--- src/rtl/alu_nibble_sequencer.sv ---
// alu_nibble_sequencer: runs a wide ALU operation through a 4-bit slice one nibble per clock,
// chaining slice carries and accumulating the wide result and status flags.
module alu_nibble_sequencer #(
  parameter int NIBBLES = 4
) (
  input  logic                   clk,
  input  logic                   rst_n,
  input  logic                   start,
  input  logic [2:0]             func,
  input  logic                   com,
  input  logic                   cin,
  input  logic [4*NIBBLES-1:0]   op_a,
  input  logic [4*NIBBLES-1:0]   op_b,
  output logic                   busy,
  output logic                   done,
  output logic [4*NIBBLES-1:0]   result,
  output logic                   carry_out,
  output logic                   zero,
  output logic                   neg_zero,
  output logic                   equ,
  output logic [3:0]             alu_a,
  output logic [3:0]             alu_b,
  output logic [2:0]             alu_f,
  output logic                   alu_com,
  output logic                   alu_ci_right,
  output logic                   alu_ci_left,
  input  logic [3:0]             alu_d,
  input  logic                   alu_co_left,
  input  logic                   alu_co_right,
  input  logic                   alu_zero,
  input  logic                   alu_neg_zero,
  input  logic                   alu_equ
);
  localparam int IW = $clog2(NIBBLES);
  localparam logic [IW-1:0] LAST = IW'(NIBBLES - 1);
  typedef enum logic [1:0] {IDLE, RUN, DONE} state_t;
  state_t                   state_q, state_d;
  logic [IW-1:0]            cnt_q, cnt_d, pos;
  logic [2:0]               func_q, func_d;
  logic                     com_q, com_d, chain_q, chain_d, carry_q, carry_d;
  logic                     zero_q, zero_d, nz_q, nz_d, equ_q, equ_d;
  logic [NIBBLES-1:0][3:0]  a_q, a_d, b_q, b_d, res_q, res_d;
  logic                     run, accept, last, shr, co;
  assign run    = state_q == RUN;
  assign accept = start && !run;
  assign last   = cnt_q == LAST;
  assign shr    = func_q == 3'd6;
  // SHR walks from the top nibble down so the fill bit can ripple rightwards
  assign pos    = shr ? LAST - cnt_q : cnt_q;
  assign co     = shr ? alu_co_right : alu_co_left;
  always_ff @(posedge clk or negedge rst_n) begin
    if (!rst_n) begin
      state_q <= IDLE;
      cnt_q   <= '0;
      func_q  <= '0;
      com_q   <= 1'b0;
      chain_q <= 1'b0;
      carry_q <= 1'b0;
      zero_q  <= 1'b0;
      nz_q    <= 1'b0;
      equ_q   <= 1'b0;
      a_q     <= '0;
      b_q     <= '0;
      res_q   <= '0;
    end else begin
      state_q <= state_d;
      cnt_q   <= cnt_d;
      func_q  <= func_d;
      com_q   <= com_d;
      chain_q <= chain_d;
      carry_q <= carry_d;
      zero_q  <= zero_d;
      nz_q    <= nz_d;
      equ_q   <= equ_d;
      a_q     <= a_d;
      b_q     <= b_d;
      res_q   <= res_d;
    end
  end
  always_comb begin
    state_d = accept ? RUN : run ? (last ? DONE : RUN) : IDLE;
  end
  always_comb begin
    cnt_d   = cnt_q;
    func_d  = func_q;
    com_d   = com_q;
    chain_d = chain_q;
    carry_d = carry_q;
    zero_d  = zero_q;
    nz_d    = nz_q;
    equ_d   = equ_q;
    a_d     = a_q;
    b_d     = b_q;
    res_d   = res_q;
    if (accept) begin
      func_d  = func;
      com_d   = com;
      chain_d = cin;
      a_d     = op_a;
      b_d     = op_b;
      cnt_d   = '0;
      zero_d  = 1'b1;
      nz_d    = 1'b1;
      equ_d   = 1'b1;
    end else if (run) begin
      res_d[pos] = alu_d;
      chain_d    = co;
      zero_d     = zero_q & alu_zero;
      nz_d       = nz_q & alu_neg_zero;
      equ_d      = equ_q & alu_equ;
      cnt_d      = cnt_q + 1'b1;
      carry_d    = last ? ((func_q == 3'd0 || func_q[2:1] == 2'b11) & co) : carry_q;
    end
  end
  always_comb begin
    busy         = run;
    done         = state_q == DONE;
    result       = res_q;
    carry_out    = carry_q;
    zero         = zero_q;
    neg_zero     = nz_q;
    equ          = equ_q;
    alu_a        = run ? a_q[pos] : 4'h0;
    alu_b        = run ? b_q[pos] : 4'h0;
    alu_f        = func_q;
    alu_com      = com_q;
    alu_ci_right = run & ~shr & chain_q;
    alu_ci_left  = run & shr & chain_q;
  end
endmodule
--- config.mk ---
export PLATFORM = sky130hd
export DESIGN_NAME = alu_nibble_sequencer
export DESIGN_NICKNAME = d
export VERILOG_FILES = /design/src/rtl/alu_nibble_sequencer.sv
export SDC_FILE = /design/constraint.sdc
export NUM_CORES = 1
export LEC_CHECK = 0
export CAP_MARGIN = 20
export CORE_MARGIN = 2
export CORE_UTILIZATION = 51
export CTS_BUF_LIST = sky130_fd_sc_hd__clkbuf_2 sky130_fd_sc_hd__clkbuf_4 sky130_fd_sc_hd__clkbuf_8
export DETAILED_ROUTE_END_ITERATION = 6
export GPL_TIMING_DRIVEN = 0
export PLACE_DENSITY = 0.83
export SLEW_MARGIN = 10
export SYNTH_ARGS = -nofsm -noshare
export SYNTH_HDL_FRONTEND = slang
export SYNTH_SLANG_ARGS = --single-unit
--- constraint.sdc ---
create_clock -name clk -period 2.2 [get_ports clk]
set_input_delay 0.44 -clock clk [delete_from_list [all_inputs] [get_ports clk]]
set_output_delay 0.44 -clock clk [all_outputs]
set_load 0.01 [all_outputs]
* After elaboration in Yosys (flattened, before gate mapping)
Cells that the tools add are included.
Operators by class: add/subtract/negate cells 2, magnitude comparators 2, equality and inequality tests 5, muxes and demuxes 24, bitwise logic cells 10, reductions and logical operators 8
Operators with widths (count):
- $mux 4 | 5
- $bmux 4 s2 | 2
- $bwmux 16 | 1
- $mux 2 | 6
- $mux 1 | 9
- $and 1x1->1 | 8
- $demux 4 s2 | 1
- $eq 2x2->1 const B | 3
- $eq 3x3->1 const B | 1
- $logic_not 3->1 | 1
- $lt 2x3->1 const B | 1
- $reduce_and 3->1 | 1
- $add 2x1->2 const B | 1
- $eq 2x1->1 const B | 1
- $ge 2x1->1 const B | 1
- $logic_and 1x1->1 | 2
- $not 1->1 | 2
- $reduce_and 2->1 | 1
- $reduce_bool 2->1 | 1
- $sub 2x2->2 const A | 1
- $logic_not 1->1 | 1
- $logic_or 1x1->1 | 1
Storage, ports and cells: bits in registers 61, output and inout bits 36, logic and storage cells 72

* Logic depth before layout (Yosys ltp)
word-level depth 7, depth in mapped cells 7, depth with buffers taken out 5

* Worst setup path before layout
No wires, ideal clock.
path type reg-to-output, start point register func_q[0] (netlist: alu_f[0]), end point output alu_a[0], data arrival time 1.337 ns, data required time 1.760 ns, path slack 0.423 ns, stages on the path, launching flop included 7, path buffers 2, cell sequence dfrtp_1 -> nand3b_1 -> buf_4 -> buf_2 -> nand3_1 -> nand4_1 -> o31a_1
Between the ends: longest elaborated chain between the ends 5
RTL lines:
- start: declaration | line 39 | logic [2:0] func_q, func_d;
- start signal: assignment | line 68 | func_q <= func_d;
- $eq 3x3->1 | line 47 | assign shr = func_q == 3'd6;
- $mux 2 | line 49 | assign pos = shr ? LAST - cnt_q : cnt_q;
- $bmux 4 s2 | line 123 | alu_a = run ? a_q[pos] : 4'h0;
- $mux 4 (implied by the code) | line 123
- $mux 4 | line 123
- end: declaration | line 21 | output logic [3:0] alu_a,
Every way passes these cells. The select of a mux whose other input is x is not followed.

* Worst setup path after layout
start point register func_q[0] (netlist: alu_f[0]), end point output alu_a[1]
Same word-level chain as after synthesis.

==> metrics.yaml <==
outcome: "finished, violations left"
failing_checks: "negative setup slack"
multi_input_area_sq_um: 1740
fp.coreArea_sq_um: 6720
cts_root_buf: "sky130_fd_sc_hd__clkbuf_8"
ir_drop_mv: 0.851
cpMostUsedCell: "sky130_fd_sc_hd__buf_6"
floorplan.initialDensity: 0.520
post-route-min-period_ns: 2.28
tritoncts: "done"
htreeDepth: 3
gpl.final_weighted_congestion: 0.832
antenna-diode-count: 0
remaining_drc_errors: 0
placed_cells: 522
unrepaired_setup_endpoints_after_global_routing: "yes"
area.growth.synth_to_final_pct: 35.6
required_ns: 1.76
crit_path_cell_trace: "nand3b_1 > buf_6 > buf_6 > nand3_1 > nand4_1 > o31a_1 > buf_2"
max_slew.worst_pin.slew_ns: 0.762
core.rowCount: 30
layout-drive-gt1-share: 0.276
timing.setup.critical_path_class: "reg2out"
netlist_top_cells_area: "sky130_fd_sc_hd__dfrtp_1, sky130_fd_sc_hd__mux2_2, sky130_fd_sc_hd__nand2_1, sky130_fd_sc_hd__nand3_1, sky130_fd_sc_hd__o21ai_0"
maxSlewViolCount: 0
number_of_antenna_violations_at_the_first_check_in_global_routing: 0
syn_area_per_cell_sq_um: 9.66
worstPathArrival_ns: 1.84
reg2reg_from: "cnt_q[1]$_DFFE_PN0P_"
min_period_over_period: 1.04
synth_top_family_by_area: "simple AND/OR/NAND/NOR gates"
vias: 3382
setup_viol: 8
synthMuxAreaShare: 0.116
p_sw_mw: 3.14
grt_start_max_net_pins: 62
chipHeight_um: 86.8
rr_worst_depth: 7
utilization: 0.706
synth_top_cell_area_share: 0.436
timing.critical_path.from_type: "flip-flop"
leakagePower_nw: 1.96
die_w_um: 86.8
sequentialPowerShare: 0.291
clock_sink_count: 61
detailed_place_hpwl_mm: 6.55
p_int_mw: 4.53
register_bit_count_reported_by_yosys: 61
hold_path_class: "in2async"
ff_latch_area_sq_um: 1530
post_synth_instance_area_sq_um: 3500
route.detailed.vias_per_inst: 6.10
yosysUniqueCellTypes: 36
number_of_failing_hold_endpoints_at_the_final_stage: 0
worst_slew_margin_rel: 0.492
timing.reg2reg.setup_slack_ns: 0.48
synthesis.yosys.warnings: 0
switching_share: 0.410
ios: 85
detailedRoute.firstPassIterationCount: 6
die_area_sq_um: 7540
power_per_cell_area_nw_per_um2: 1620
synth_fa_ha_area_frac: 0.00358
clock_latency_reported_for_the_late_side_of_the_worst_skew_pair_ns: 0.35
wirelength_mm: 9.80
clock_skew_ns: 0.00571
area_fraction_in_and_or_nand_and_nor_cells_after_synthesis: 0.211
largest_area_contributor_in_the_netlist: "sky130_fd_sc_hd__dfrtp_1"
grt_pass1_vias: 3238
synthCells: 362
worst_slack_ns: -0.0835
detail-route-antenna-nets: 0
fmaxAchievable_ghz: 0.438
finish.net_count: 519
maxCapViolations: 0
yosysSeqAreaShare: 0.436
cts_max_path_buffers: 2
syn-num-nets: 412
fillerInstances: 503
power.clock.fraction: 0.133
power_frac_comb: 0.577
synth-compound-area-share: 0.160
cts_hold_repair.buffers: 0
synthXorXnorAreaFrac: 0
critical_path.max_stage_delay_ns: 0.39
wire_per_inst_um: 17.7
globalRouteOverflowTotal: 0
clkTransAtPathRegs_ns: 0.07
place.port_buffers: 80
crit_path_end_kind: "output pin"
cpMaxStageDelayCell: "sky130_fd_sc_hd__dfrtp_1"
worstReg2RegEnd: "result[10]$_DFFE_PN0P_"
fin_cells: 554
dr.first_iter.drc_count: 246
worstPathMaxFanout: 10
grt_pass1_wl_mm: 15.8
track_usage: 0.271
tritoncts.num_buffers: 9
-- registers in the layout, summed over array words and instances, names as in the netlist --
register and flops:
b_q 16, carry_out 1, zero 1, chain_q 1, equ 1, a_q 16, neg_zero 1, alu_com 1
result 16, alu_f 3, cnt_q 2, state_q 2
-- area by class of cell --
class                           count  area share
Inverter                            1    0.000792
Clock inverter                      6      0.0132
Tap cell                           80      0.0211
Clock buffer                       10      0.0290
Buffer                             36      0.0604
Multi-Input combinational cell    263       0.367
Sequential cell                    61       0.323
Timing Repair Buffer               97       0.186
-- Yosys cell counts --
cell,n
sky130_fd_sc_hd__nand3b_2,1
sky130_fd_sc_hd__nand2_2,1
sky130_fd_sc_hd__a21oi_2,1
sky130_fd_sc_hd__o32ai_2,1
sky130_fd_sc_hd__o21ai_1,1
sky130_fd_sc_hd__mux2_1,1
sky130_fd_sc_hd__nor2_1,15
sky130_fd_sc_hd__nand3_2,2
sky130_fd_sc_hd__o21ai_0,21
sky130_fd_sc_hd__and3b_1,1
sky130_fd_sc_hd__o32ai_1,7
sky130_fd_sc_hd__nand3b_1,2
sky130_fd_sc_hd__and2_1,2
sky130_fd_sc_hd__nor2b_1,12
sky130_fd_sc_hd__nor2_2,1
sky130_fd_sc_hd__dfrtp_1,61
sky130_fd_sc_hd__nand2b_1,1
sky130_fd_sc_hd__inv_2,1
sky130_fd_sc_hd__o31a_1,8
sky130_fd_sc_hd__nand2_1,51
sky130_fd_sc_hd__o221a_2,8
sky130_fd_sc_hd__buf_2,15
sky130_fd_sc_hd__or3b_2,1
sky130_fd_sc_hd__nor4_1,16
sky130_fd_sc_hd__nand4_1,8
sky130_fd_sc_hd__a41oi_1,1
sky130_fd_sc_hd__a31oi_1,1
sky130_fd_sc_hd__mux2_2,35
sky130_fd_sc_hd__a211oi_1,1
sky130_fd_sc_hd__o211a_1,8
sky130_fd_sc_hd__buf_6,8
sky130_fd_sc_hd__clkbuf_1,5
sky130_fd_sc_hd__ha_1,1
sky130_fd_sc_hd__buf_4,9
sky130_fd_sc_hd__nand3_1,34
sky130_fd_sc_hd__a21oi_1,20
-- logic make-up (layout without fill, tap and decap cells) --
family,count (synthesis),in the layout
compound gates,78,78
flops,61,61
buf+inv,38,150
simple gates,148,148
fa+ha+maj,1,1
mux,36,36
-- critical path: cells and delay by family (launching register included) --
kind	cells	cell delay (ns)
buffers and inverters	3	0.44
DFF	1	0.39
and+or+nand+nor	3	0.39
AOI/OAI and AO/OA	1	0.27
-- worst max-delay path by stage --
stage | from | endpoint | depth (start not counted) | slack, ns
after floorplan | alu_f[0]$_DFFE_PN0P_ | alu_a[0] | 6 | 0.42
after global placement | rst_n | a_q[10]$_DFFE_PN0P_ | 1 | -1.24
after detailed placement | cnt_q[1]$_DFFE_PN0P_ | alu_a[1] | 6 | -0.17
after CTS | alu_f[0]$_DFFE_PN0P_ | alu_a[1] | 7 | -0.11
after global routing | alu_f[2]$_DFFE_PN0P_ | alu_b[3] | 7 | -0.15
final | alu_f[0]$_DFFE_PN0P_ | alu_a[1] | 7 | -0.08
-- cell usage in the layout (no fill, tap or decap), drive strengths merged --
| cell type | Yosys | layout |
|---|---|---|
| a211oi | 1 | 1 |
| a21oi | 21 | 21 |
| a31oi | 1 | 1 |
| a41oi | 1 | 1 |
| and2 | 2 | 2 |
| and3b | 1 | 1 |
| buf | 32 | 57 |
| bufinv | 0 | 1 |
| clkbuf | 5 | 15 |
| clkdlybuf4s15 | 0 | 1 |
| clkdlybuf4s50 | 0 | 68 |
| clkinv | 0 | 2 |
| clkinvlp | 0 | 3 |
| dfrtp | 61 | 61 |
| dlygate4sd2 | 0 | 2 |
| ha | 1 | 1 |
| inv | 1 | 1 |
| mux2 | 36 | 36 |
| nand2 | 52 | 52 |
| nand2b | 1 | 1 |
| nand3 | 36 | 36 |
| nand3b | 3 | 3 |
| nand4 | 8 | 8 |
| nor2 | 16 | 16 |
| nor2b | 12 | 12 |
| nor4 | 16 | 16 |
| o211a | 8 | 8 |
| o21ai | 22 | 22 |
| o221a | 8 | 8 |
| o31a | 8 | 8 |
| o32ai | 8 | 8 |
| or3b | 1 | 1 |
-- power by group through the flow --
stage	combinational [mW]	sequential, mW	clock [mW]
floorplan	2.58	2.20	0
global placement	4.04	2.21	0
detailed placement	4.14	2.25	0
CTS	4.33	2.20	1.02
global route	4.78	2.28	1.07
finish	4.42	2.23	1.02
-- metal layers --
layer | vias up | global-route usage | routed length, um
met5 | - | 0 | 0
met4 | 0 | 0.124 | 275
met3 | 34 | 0.0476 | 724
met2 | 194 | 0.448 | 4880
met1 | 1615 | 0.346 | 3930
li1 | 1539 | - | -
-- through the flow --
step	total power, mW	setup slack [ns]	setup TNS, ns	area [sq um]	hold WS, ns
floorplan	4.79	0.423	0	3500	0.144
global placement	6.25	-1.24	-76.30	4400	0.492
detailed placement	6.39	-0.174	-1.08	4400	0.497
CTS	7.55	-0.108	-0.510	4710	0.189
global route	8.13	-0.150	-1.07	4740	0.233
finish	7.67	-0.0835	-0.492	4740	0.148
-- repair_timing --
action	CTS	global route
resized for setup	53	3
pin swaps	8	5
endpoints found under the setup margin	11	9
setup buffers	14	3
Power figures use the tool's default switching activity.
